### src/rtl/fetch_pkg.sv
// Shared definitions for the instruction fetch unit: default widths, reset address,
// the halt opcode and the fetch FSM state encoding.
package fetch_pkg;

    localparam int unsigned ADDR_WIDTH_DEFAULT  = 10;
    localparam int unsigned INSTR_WIDTH_DEFAULT = 12;
    localparam logic [9:0]  RESET_PC_DEFAULT    = 10'h000;
    localparam logic [11:0] HALT_OPCODE         = 12'hFFF;

    typedef enum logic [1:0] {
        StIdle,
        StFetch,
        StFlush,
        StHalt
    } fetch_state_e;

endpackage

### src/rtl/program_counter.sv
// Program counter register: load has priority over increment, otherwise hold.
// Increment wraps modulo 2^ADDR_WIDTH without any flag.
module program_counter
    import fetch_pkg::*;
#(
    parameter int unsigned           ADDR_WIDTH = ADDR_WIDTH_DEFAULT,
    parameter logic [ADDR_WIDTH-1:0] RESET_PC   = ADDR_WIDTH'(RESET_PC_DEFAULT)
) (
    input  logic                  clk_i,
    input  logic                  rst_i,
    input  logic                  load_i,
    input  logic [ADDR_WIDTH-1:0] load_val_i,
    input  logic                  inc_i,
    output logic [ADDR_WIDTH-1:0] pc_o
);

    logic [ADDR_WIDTH-1:0] pc_d, pc_q;

    // Next PC: redirect, sequential advance, or hold.
    always_comb begin
        pc_d = pc_q;
        if (load_i) begin
            pc_d = load_val_i;
        end else if (inc_i) begin
            pc_d = pc_q + ADDR_WIDTH'(1);
        end
    end

    // PC state register.
    always_ff @(posedge clk_i or posedge rst_i) begin
        if (rst_i) begin
            pc_q <= RESET_PC;
        end else begin
            pc_q <= pc_d;
        end
    end

    assign pc_o = pc_q;

endmodule

### src/rtl/instruction_fetch.sv
// Instruction fetch unit: drives the memory address from the PC, pairs the registered
// memory data with the address it belongs to (inflight_pc) and hands it downstream.
// Branches take two bubbles (branch edge plus one FLUSH edge). Optional halt-on-opcode
// behaviour is enabled by defining FETCH_HALT_EN.
module instruction_fetch
    import fetch_pkg::*;
#(
    parameter int unsigned           ADDR_WIDTH  = ADDR_WIDTH_DEFAULT,
    parameter int unsigned           INSTR_WIDTH = INSTR_WIDTH_DEFAULT,
    parameter logic [ADDR_WIDTH-1:0] RESET_PC    = ADDR_WIDTH'(RESET_PC_DEFAULT)
) (
    input  logic                   clk,
    input  logic                   reset_fetch,
    input  logic                   stall,
    input  logic                   branch_taken,
    input  logic [ADDR_WIDTH-1:0]  branch_target,
    input  logic [INSTR_WIDTH-1:0] instruction,
    output logic [ADDR_WIDTH-1:0]  instruction_addr_pc,
    output logic [INSTR_WIDTH-1:0] fetched_instruction,
    output logic [ADDR_WIDTH-1:0]  fetched_pc,
    output logic                   fetch_valid,
    output logic                   halted
);

    fetch_state_e           state_d, state_q;
    logic [ADDR_WIDTH-1:0]  inflight_d, inflight_q;
    logic [INSTR_WIDTH-1:0] instr_d, instr_q;
    logic [ADDR_WIDTH-1:0]  fpc_d, fpc_q;
    logic                   valid_d, valid_q;
    logic [ADDR_WIDTH-1:0]  pc;
    logic                   pc_load, pc_inc;
    logic                   redirect;

    // Branches are ignored only in the single post-reset IDLE cycle.
    assign redirect = branch_taken && (state_q != StIdle);

    program_counter #(
        .ADDR_WIDTH (ADDR_WIDTH),
        .RESET_PC   (RESET_PC)
    ) u_program_counter (
        .clk_i      (clk),
        .rst_i      (reset_fetch),
        .load_i     (pc_load),
        .load_val_i (branch_target),
        .inc_i      (pc_inc),
        .pc_o       (pc)
    );

    // Fetch FSM next state, PC control and output register next values.
    always_comb begin
        state_d    = state_q;
        inflight_d = inflight_q;
        instr_d    = instr_q;
        fpc_d      = fpc_q;
        valid_d    = valid_q;
        pc_load    = 1'b0;
        pc_inc     = 1'b0;
        if (redirect) begin
            pc_load = 1'b1;
            valid_d = 1'b0;
            state_d = StFlush;
        end else if (!stall) begin
            case (state_q)
                StIdle, StFlush: begin
                    // Memory data on the input is not ours yet; just issue pc.
                    inflight_d = pc;
                    pc_inc     = 1'b1;
                    valid_d    = 1'b0;
                    state_d    = StFetch;
                end
                StFetch: begin
                    instr_d = instruction;
                    fpc_d   = inflight_q;
                    valid_d = 1'b1;
`ifdef FETCH_HALT_EN
                    if (instruction == INSTR_WIDTH'(HALT_OPCODE)) begin
                        // Present the halt opcode once, then freeze the PC.
                        state_d = StHalt;
                    end else begin
                        inflight_d = pc;
                        pc_inc     = 1'b1;
                    end
`else
                    inflight_d = pc;
                    pc_inc     = 1'b1;
`endif
                end
                StHalt: begin
                    valid_d = 1'b0;
                end
                default: begin
                    state_d = StIdle;
                end
            endcase
        end
    end

    // State and output registers.
    always_ff @(posedge clk or posedge reset_fetch) begin
        if (reset_fetch) begin
            state_q    <= StIdle;
            inflight_q <= RESET_PC;
            instr_q    <= '0;
            fpc_q      <= '0;
            valid_q    <= 1'b0;
        end else begin
            state_q    <= state_d;
            inflight_q <= inflight_d;
            instr_q    <= instr_d;
            fpc_q      <= fpc_d;
            valid_q    <= valid_d;
        end
    end

`ifdef FETCH_HALT_EN
    logic halted_d, halted_q;

    // Halted rises on the first unstalled edge spent in HALT; a branch clears it.
    always_comb begin
        halted_d = halted_q;
        if (redirect) begin
            halted_d = 1'b0;
        end else if (!stall && (state_q == StHalt)) begin
            halted_d = 1'b1;
        end
    end

    // Halted flag register.
    always_ff @(posedge clk or posedge reset_fetch) begin
        if (reset_fetch) begin
            halted_q <= 1'b0;
        end else begin
            halted_q <= halted_d;
        end
    end

    assign halted = halted_q;
`else
    assign halted = 1'b0;
`endif

    assign instruction_addr_pc = pc;
    assign fetched_instruction = instr_q;
    assign fetched_pc          = fpc_q;
    assign fetch_valid         = valid_q;

endmodule

### config.mk
export PLATFORM = sky130hd
export DESIGN_NAME = instruction_fetch
export DESIGN_NICKNAME = d
export VERILOG_FILES = /design/src/rtl/fetch_pkg.sv /design/src/rtl/program_counter.sv /design/src/rtl/instruction_fetch.sv
export SDC_FILE = /design/constraint.sdc
export NUM_CORES = 1
export LEC_CHECK = 0
export BUFFER_PORTS_ARGS = -buffer_cell sky130_fd_sc_hd__buf_2
export CAP_MARGIN = 30
export CELL_PAD_IN_SITES_DETAIL_PLACEMENT = 1
export CELL_PAD_IN_SITES_GLOBAL_PLACEMENT = 1
export CORE_MARGIN = 5
export CORE_UTILIZATION = 39
export DETAILED_ROUTE_END_ITERATION = 8
export PLACE_DENSITY_LB_ADDON = 0.1
export SETUP_SLACK_MARGIN = 0.5
export SYNTH_ARGS = -nofsm -noshare
export SYNTH_HDL_FRONTEND = slang
export SYNTH_SLANG_ARGS = --single-unit
### constraint.sdc
create_clock -name clk -period 2 [get_ports clk]
set_input_delay 0.4 -clock clk [delete_from_list [all_inputs] [get_ports clk]]
set_output_delay 0.4 -clock clk [all_outputs]
set_load 0.02 [all_outputs]
==> results of run 1 <==
==> logic make-up (layout without fill, tap and decap cells) <==
| group | count (synthesis) | in the layout |
|---|---|---|
| compound gates | 18 | 18 |
| xor+xnor | 8 | 8 |
| fa+ha+maj | 1 | 1 |
| buf+inv | 9 | 77 |
| flops | 45 | 45 |
| mux | 33 | 33 |
| other cells | 1 | 1 |
| simple gates | 26 | 26 |
==> metrics by stage <==
stage                     worst slack (ns)  instance area (um^2)
after floorplan                      0.541                  1890
after global placement               0.452                  2280
after detailed placement             0.400                  2280
after CTS                            0.502                  2390
after global routing                 0.406                  2410
final                                0.503                  2410
==> synth_stat cells <==
cell / instances
a21boi_0: 1
a21oi_1: 11
a21oi_2: 1
a311oi_1: 1
a31o_2: 1
and2_1: 2
and3_1: 1
and4_1: 1
buf_2: 1
buf_4: 1
buf_6: 2
clkbuf_1: 2
conb_1: 1
dfrtp_1: 45
ha_1: 1
inv_1: 3
mux2_1: 1
mux2_2: 31
mux2i_1: 1
nand2_1: 2
nand3_1: 2
nand4_1: 4
nor2_1: 13
nor4_4: 1
o211a_1: 1
o21ai_0: 2
xnor2_1: 1
xor2_1: 7
==> flip-flops by register name (all words and copies together), names as in the netlist <==
register and cells:
fetch_valid 1, u_program_counter.pc_o 10, state_q 2, fetched_instruction 12
fetched_pc 10, inflight_q 10
==> what timing repair did <==
item                                    in CTS  in global routing
gates resized for setup                      1                  5
endpoints found under the setup margin      15                 34
cloned                                       0                  0
==> worst min-delay path by stage <==
stage	endpoint	slack (ns)	from
final	fetched_instruction[7]	0.13	reset_fetch
after global routing	u_program_counter.pc_o[3]	0.17	reset_fetch
after CTS	u_program_counter.pc_o[3]	0.14	reset_fetch
after detailed placement	fetched_instruction[7]	0.47	reset_fetch
after global placement	fetched_instruction[7]	0.46	reset_fetch
after floorplan	inflight_q[8]	0.47	inflight_q[8]
==> final cells by class <==
cell class	count	area, um^2	share of cell area
Clock buffer	7	86.3	0.0358
Clock inverter	1	30.0	0.0124
Inverter	3	11.3	0.00466
Multi-Input combinational cell	87	717	0.297
Sequential cell	45	1130	0.467
Tap cell	67	83.8	0.0347
Timing Repair Buffer	66	358	0.148
==> layer usage <==
layer / track usage / share of wire / vias up / wire, um
met3: 0.0485 / 0.058 / 7 / 247
met5: 0 / 0 / - / 0
met1: 0.183 / 0.43 / 661 / 1840
li1: - / - / 623 / -
met2: 0.245 / 0.49 / 35 / 2110
met4: 0.0515 / 0.015 / 0 / 64
==> power groups by stage <==
stage | clock [mW] | sequential, mW | combinational (mW)
after global routing | 0.779 | 1.71 | 1.65
after detailed placement | 0 | 1.66 | 1.54
final | 0.708 | 1.65 | 1.52
after global placement | 0 | 1.64 | 1.49
after floorplan | 0 | 1.99 | 0.626
after CTS | 0.731 | 1.65 | 1.54
==> worst max-delay path, stage by stage (launching register included) <==
cell and delay, ns:
dfrtp_2 0.48, a21oi_1 0.19, nor2_1 0.06, nor2_1 0.12
buf_6 0.18, mux2_2 0.35
==> flow_summary.toml, run 1 <==
[worst_setup_path]
crit_arrival_ns = 1.68
r2r-end = "inflight_q[4]"
rrSetupSlack_ns = 0.50
crit_start = "state_q[1]"
required_ns = 2.18
crit_path_end = "inflight_q[4]"
critPathKind = "register to register"
critPathLaunchType = "register"
reg2reg_depth = 5
r2r-start = "state_q[1]"
worstPathMaxFanout = 11
crit_path_end_kind = "register"

[global_route]
grt_pass1_vias = 1470
antenna_found_initial = 0
grt_start_max_net_pins = 26
grt_overflow = 0
grtUsageTotal = 0.149
grt_pass1_wl_um = 7220

[layout]
layout-drive-gt1-share = 0.531
layout_commonest_cell = "buf_2"
final_cell_mix = "buf_2 (58), dfrtp_1 (43), mux2_2 (31), nor2_1 (13), a21oi_1 (11)"
fillers = 503
antenna_cells = 0
stdcell_count = 276
nNetsFinal = 235
final_util = 0.511
syn2layout_area_growth_pct = 28.1

[sta]
slew-limit-headroom = 0.646
worst_pin_slew_ns = 0.530
finalSetupViolations = 0
fmax_mhz = 668
min_period_ns = 1.50
hold_viol = 0
period_share = 0.749
rsz0062_at_grt = "true"
skew_ns = 0.00566
slew_viol_final = 0
hold_slack_ns = 0.134
final.setup.tns_ns = 0

[pwr]
pwr-share-seq = 0.426
p_comb_frac = 0.392
pwr-share-clk = 0.183
power.switching_mw = 1.46
totalPowerFinal_mw = 3.87
vdd_drop_max_mv = 0.539
p_int_mw = 2.41
power_density_nw_per_um2 = 1600
p_leak_nw = 1.10
swShare = 0.377

[synth]
syn_avg_cell_area_um2 = 13.4
synth_top_cell_by_area = "dfrtp_1"
synth_cells = 141
synthTopCellsByArea = "dfrtp_1 (60%), mux2_2 (19%), xor2_1 (3.3%)"
synth-warning-count = 0
synth_compound_area_frac = 0.0577
synth_top_family_by_area = "multiplexers"
synth-xor-area-share = 0.0372
synthMuxAreaShare = 0.196
syn_nets = 168
yosys.area_share.simple = 0.0743
synth_top_area_frac = 0.597
syn_area_um2 = 1890
synth.distinct_cells = 28
seq_area_frac_synth = 0.597
yosys.area_share.adder = 0.00664
ys_seq_elements = 45

[placement]
gp_congestion = 0.694
portBuffers = 58
placedCellCount = 268
hpwl_um = 3260

[die]
core-area_um2 = 4720
fp-row-count = 25
die_w_um = 79.5
die_area_um2 = 6330
chipHeight_um = 79.5
start_util = 0.399
ios = 60

[detailed_routing]
wl_um = 4260
vias = 1326
initialDrtViolationCount = 16
routedWlPerCell_um = 15.4
route.detailed.drc = 0
drt-vias-per-instance = 4.80
final_antenna_net_count = 0
drt_pass1_iterations = 2

[cts]
cts_hold_buf = 0
cts_tree = "done"
cts.sinks = 45
cts_made_buffers = 5
cts_buffer_depth = 2
htree_levels = 2
clkTransAtPathRegs_ns = 0.08
root_buffer = "clkbuf_8"
clock_latency_ns = 0.30
post_cts_buffers = 0

[min_path]
min_path_type = "input port to asynchronous set/reset pin"

[run_status]
status = "finished, final reports clean"

[flow_run]
max_cap_violations = 0
Power figures use the tool's default switching activity.
==> run 2, diff against run 1 <==
--- a/config.mk
+++ b/config.mk
@@ -5,12 +5,13 @@
 export SDC_FILE = /design/constraint.sdc
 export NUM_CORES = 1
 export LEC_CHECK = 0
+export ABC_AREA = 1
 export BUFFER_PORTS_ARGS = -buffer_cell sky130_fd_sc_hd__buf_2
 export CAP_MARGIN = 30
 export CELL_PAD_IN_SITES_DETAIL_PLACEMENT = 1
 export CELL_PAD_IN_SITES_GLOBAL_PLACEMENT = 1
 export CORE_MARGIN = 5
-export CORE_UTILIZATION = 39
+export CORE_UTILIZATION = 38
 export DETAILED_ROUTE_END_ITERATION = 8
 export PLACE_DENSITY_LB_ADDON = 0.1
 export SETUP_SLACK_MARGIN = 0.5
==> constraint.sdc (replaced) <==
create_clock -name clk -period 1.48 [get_ports clk]
set_input_delay 0.296 -clock clk [delete_from_list [all_inputs] [get_ports clk]]
set_output_delay 0.296 -clock clk [all_outputs]
set_load 0.02 [all_outputs]
==> run 2 against run 1 <==
Effect of this change:
- clock skew grew 0.0028 ns
- critical path type unchanged
- critical endpoint is now u_program_counter.pc_o[5]
- first-iteration DRC count rose to 3.2 times the previous value
- largest cell class unchanged
- global-route usage up 3.7 points
- design area increased by 44%
==> flow_summary.toml, run 2 <==
[sta]
period_share = 0.951
hold_viol = 0
rsz0062_at_grt = "true"
final.setup.tns_ns = 0
slew_viol_final = 0
fmax_mhz = 711
skew_ns = 0.00846
finalSetupViolations = 0
min_period_ns = 1.41

[pwr]
p_leak_nw = 1.79
vdd_drop_max_mv = 0.754
totalPowerFinal_mw = 6.24
power_density_nw_per_um2 = 1790

[layout]
layout-drive-gt1-share = 0.565
syn2layout_area_growth_pct = 59.7
nNetsFinal = 378
layout_commonest_cell = "buf_4"
antenna_cells = 0
multiInputGateArea_um2 = 963
fillers = 631
register_area_um2 = 1130
final_util = 0.629
largest_reg_flops = 12
design_area_um2 = 3490
final_cell_mix = "buf_4 (44), nand2_1 (42), inv_1 (40), dfrtp_1 (39), buf_6 (37)"

[die]
fp-row-count = 27
start_util = 0.394
chipHeight_um = 85.8
ios = 60
die_w_um = 85.8
die_area_um2 = 7360
core-area_um2 = 5540

[synth]
syn_area_um2 = 2180
syn_nets = 268
seq_area_frac_synth = 0.516
synth_top_area_frac = 0.516
syn_avg_cell_area_um2 = 9.05
synth.distinct_cells = 31
synth_edf_count = 0
synth-warning-count = 0
synth_flop_cell = "dfrtp_1"
synthTopCellsByArea = "dfrtp_1 (52%), nand2_1 (11%), o21ai_2 (9.2%)"
synthTopCellsByCount = "nand2_1 (64), dfrtp_1 (45), inv_1 (43)"
synth_cells = 241
ys_seq_elements = 45
yosysMostFrequentCell = "nand2_1"
synth_top_cell_by_area = "dfrtp_1"
synthArstFlopShare = 1.00

[cts]
cts_made_buffers = 5
cts.sinks = 45
clkTransAtPathRegs_ns = 0.09
htree_levels = 2
cts_tree = "done"
clock_latency_ns = 0.30
cts_buffer_depth = 2
root_buffer = "clkbuf_8"

[global_route]
grt_pass1_vias = 2190
grt.busiest_layer = "met2"
grtUsageTotal = 0.186
grt_pass1_wl_um = 10800
antenna_found_initial = 0
grt_overflow = 0
gr-usage-met3 = 0.0355
grt.met2_usage = 0.333
met1_usage = 0.221
grt_start_max_net_pins = 46

[worst_setup_path]
crit_arrival_ns = 1.59
critPathLaunchType = "register"
slowest_stage = "dfrtp_2"
critPathKind = "register to register"
r2r-end = "u_program_counter.pc_o[5]"
crit_path_end_kind = "register"
reg2reg_depth = 6
required_ns = 1.66
crit_top_cell = "buf_12"
worstPathMaxFanout = 7
slowest_delay_ns = 0.46
path_cells = "o21ai_4 -> buf_12 -> buf_12 -> nand2_4 -> a31oi_1 -> nor2_1"
rrSetupSlack_ns = 0.07
r2r-start = "state_q[1]"

[run_status]
status = "finished, final reports clean"

[detailed_routing]
vias = 1992
drt_pass1_iterations = 4
wl_um = 6570
initialDrtViolationCount = 51
drt-vias-per-instance = 4.70
routedWlPerCell_um = 15.5
final_antenna_net_count = 0
route.detailed.drc = 0

[placement]
gp_congestion = 0.765
placed_cell_area_um2 = 2670
portBuffers = 58
hpwl_um = 3760

[min_path]
min_path_type = "input port to asynchronous set/reset pin"

[flow_run]
max_cap_violations = 0
run 2: cell count changes after synthesis, sizes merged, moves of 5 or more:
cell / delta
xor2: -7
o21ai: +37
inv: +41
nand2: +64
mux2: -32
nand3: +5
run 2: per-stage QoR:
step	hold WS, ns	cells	setup WS [ns]
after global routing	0.0575	424	0.00502
after CTS	0.0464	414	0.113
after floorplan	0.306	241	0.217
after global placement	0.374	368	0.0901
after detailed placement	0.377	368	0.0598
final	0.0263	424	0.0731
run 2: logic make-up (layout without fill, tap and decap cells):
logic type	after synthesis	after routing	share of synthesized area
other	1	1	0.00172
AND/OR/NAND/NOR	88	88	0.178
adder cells (fa/ha/maj)	1	1	0.00573
AO/OA/AOI/OAI	53	53	0.180
flip-flops	45	45	0.516
buffers and inverters	53	164	0.119
run 2: power breakdown:
part | internal, mW | switching (mW)
combinational | 1.66 | 1.52
clock | 0.550 | 0.451
sequential | 1.68 | 0.367
run 2: repair_timing:
item | in CTS | in global routing
hold buffers | 0 | 0
endpoints found under the setup margin | 78 | 78
setup buffers | 36 | 10
pin swaps | 2 | 5
resized for setup | 77 | 15
endpoints found under the hold margin | 0 | 0
cloned | 2 | 0
run 2: layout make-up:
| cell class | count | area share |
|---|---|---|
| inverter | 44 | 0.0513 |
| multi-input combinational | 143 | 0.276 |
| timing repair buffer | 112 | 0.287 |
| tap | 72 | 0.0258 |
| clock inverter | 2 | 0.0108 |
| clock buffer | 6 | 0.0237 |
| sequential | 45 | 0.325 |
run 2: worst max path at each step:
stage	from	slack [ns]	cells after the start	to
3_3_place_gp	state_q[0]	0.09	6	inflight_q[3]
4_1_cts	state_q[0]	0.11	8	u_program_counter.pc_o[8]
5_1_grt	state_q[1]	0.005	6	u_program_counter.pc_o[5]
6_report	state_q[1]	0.07	6	u_program_counter.pc_o[5]
2_1_floorplan	u_program_counter.pc_o[0]	0.22	6	u_program_counter.pc_o[8]
3_5_place_dp	state_q[0]	0.06	6	inflight_q[2]
run 2: metal layers:
layer | vias to the layer above | wire length (um)
met5 | - | 0
li1 | 966 | -
met3 | 10 | 267
met2 | 47 | 3560
met1 | 969 | 2600
met4 | 0 | 147
run 2: critical path, delay by kind of cell, from the launching register on:
kind,cells,cell delay [ns]
buf+inv,2,0.29
compound gates,2,0.41
simple gates,2,0.12
flops,1,0.46
==> run 3, diff against run 2 <==
--- a/config.mk
+++ b/config.mk
@@ -17,4 +17,5 @@
 export SETUP_SLACK_MARGIN = 0.5
 export SYNTH_ARGS = -nofsm -noshare
 export SYNTH_HDL_FRONTEND = slang
+export SYNTH_HIERARCHICAL = 1
 export SYNTH_SLANG_ARGS = --single-unit
==> run 3 against run 2 <==
Effect of this change:
- worst setup slack gained 0.015 ns
- fmax grew 1.1%
- highest routed layer unchanged
- combinational power is 12% lower
- clock power decreased by 21%
- largest power group unchanged
- clock skew decreased by 0.0042 ns
==> flow_summary.toml, run 3 <==
[run_status]
status = "finished, final reports clean"

[worst_setup_path]
critPathLaunchType = "register"
path_depth = 7
path_cells = "buf_6 -> nor2_4 -> buf_12 -> buf_4 -> buf_8 -> nand3_1 -> nand2_1"
reg2reg_depth = 7
cp_top_family = "buffers and inverters"
critPathKind = "register to register"
crit_path_end_kind = "register"
slowest_stage = "dfrtp_2"
slowest_delay_ns = 0.46
worstPathMaxFanout = 6
critical_path_buf_inv_count = 4
crit_arrival_ns = 1.63
required_ns = 1.72

[global_route]
grtUsageTotal = 0.196
grt_pass1_vias = 2155
grt_overflow = 0
grt_start_max_net_pins = 20
grt_pass1_wl_um = 11000
antenna_found_initial = 0

[layout]
final_util = 0.638
layout-drive-gt1-share = 0.530
layout_commonest_cell = "nand2_1"
antenna_cells = 0
final_cell_mix = "nand2_1 (70), buf_6 (40), buf_4 (39), dfrtp_1 (36), nand3_1 (32)"
nNetsFinal = 372
stdcell_count = 417
design_area_um2 = 3450
largest_reg_flops = 12
syn2layout_area_growth_pct = 66.2

[detailed_routing]
wl_met3_um = 259
routedWlPerCell_um = 18.6
vias = 2072
route.detailed.drc = 0
wl_met2_um = 4300
drt-met1-wl_um = 3080
drt-vias-per-instance = 4.97
top_layer = "met4"
final_antenna_net_count = 0
drt_pass1_iterations = 4
initialDrtViolationCount = 81
wl_um = 7760

[die]
start_util = 0.384
die_area_um2 = 7040
fp-row-count = 27
ios = 60
die_w_um = 83.9
core-area_um2 = 5410
chipHeight_um = 83.9

[pwr]
p_int_mw = 3.45
vdd_drop_max_mv = 0.693
p_comb_frac = 0.500
totalPowerFinal_mw = 5.63
p_leak_nw = 1.71
swShare = 0.387
pwr-share-seq = 0.359
power_density_nw_per_um2 = 1630
pwr-share-clk = 0.141
power.switching_mw = 2.18

[cts]
root_buffer = "clkbuf_8"
clock_latency_ns = 0.30
cts_made_buffers = 5
cts_buffer_depth = 2
htree_levels = 2
clkTransAtPathRegs_ns = 0.09
cts_tree = "done"
cts.sinks = 45

[placement]
dp_slack_ns = 0.174
hpwl_um = 3830
gp_congestion = 0.841
placedCellCount = 362
portBuffers = 58
placed_cell_area_um2 = 2470

[sta]
period_share = 0.941
hold_slack_ns = 0.00831
postLayoutSetupSlackWorst_ns = 0.0878
finalSetupViolations = 0
fmax_mhz = 718
hold_viol = 0
slew_viol_final = 0
rsz0062_at_grt = "true"
final.setup.tns_ns = 0
min_period_ns = 1.39
skew_ns = 0.00421

[synth]
seq_area_frac_synth = 0.542
synthArstFlopShare = 1.00
synth_flop_cell = "dfrtp_1"
syn_avg_cell_area_um2 = 8.87
synthTopCellsByArea = "dfrtp_1 (54%), nand2_1 (16%), nand3_1 (10%)"
ys_seq_elements = 45
synth_top_cell_by_area = "dfrtp_1"
yosysMostFrequentCell = "nand2_1"
synth.distinct_cells = 26
synthTopCellsByCount = "nand2_1 (90), dfrtp_1 (45), nand3_1 (43)"
synth_top_area_frac = 0.542
syn_nets = 261
synth-warning-count = 6
synth_cells = 234
synth_edf_count = 0
syn_area_um2 = 2080

[min_path]
min_path_type = "input port to asynchronous set/reset pin"

[flow_run]
max_cap_violations = 0
-- run 3: changes by cell type after synthesis, sizes merged, moves of 3 or more --
| cell | before | now |
|---|---|---|
| nand2 | 66 | 93 |
| a22oi | 0 | 6 |
| o21ai | 39 | 5 |
| xor2 | 0 | 3 |
| o22ai | 3 | 0 |
| inv | 44 | 11 |
| nand3 | 7 | 44 |
| buf | 8 | 11 |
| a21oi | 8 | 4 |
-- run 3: routing by layer --
metal,vias up,track usage
met3,9,0.0523
li1,978,-
met2,55,0.356
met1,1030,0.221
met5,-,0
met4,0,0.0614
-- run 3: power groups by stage --
stage | registers [mW] | clock network, mW | logic (mW)
after floorplan | 2.31 | 0 | 0.573
after global placement | 1.94 | 0 | 1.47
after detailed placement | 1.96 | 0 | 1.49
after CTS | 1.97 | 0.806 | 2.32
after global routing | 2.06 | 0.873 | 2.99
final | 2.02 | 0.794 | 2.81
-- run 3: cells by family (layout without fill, tap and decap cells) --
group                      after synthesis  count (layout)  share of synthesized area
and+or+nand+nor                        145             147                      0.317
adders and majority gates                1               1                    0.00603
xor gates and xnor gates                 3               3                     0.0127
other                                    1               1                    0.00181
DFF                                     45              45                      0.542
buffers and inverters                   22             131                     0.0657
AOI/OAI and AO/OA                       17              17                     0.0542
-- run 3: path summary, 6_finish.rpt --
path / from / endpoint / slack [ns]
max: state_q[1] / fetched_instruction[3] / 0.09
min: reset_fetch / fetched_pc[9] / 0.008
max reg2reg: state_q[1] / fetched_instruction[3] / 0.09
min reg2reg: inflight_q[8] / inflight_q[8] / 0.48
max in group asynchronous: reset_fetch / fetched_pc[1] / 1.06
min in group clk: branch_target[1] / u_program_counter/pc_o[1] / 0.21
-- run 3: timing repair --
item,in CTS,in global routing
endpoints found under the hold margin,0,0
pin swaps,6,30
setup buffers,26,18
hold buffers,0,0
setup endpoints to repair,77,78
cloned,4,0
resized for setup,96,41
-- run 3: cell type report --
cell class | instances | area (um^2)
timing repair buffer | 113 | 1040
fill | 606 | 1960
multi-input combinational | 169 | 1050
clock buffer | 7 | 86.3
sequential | 45 | 1140
tap | 72 | 90.1
inverter | 11 | 52.6
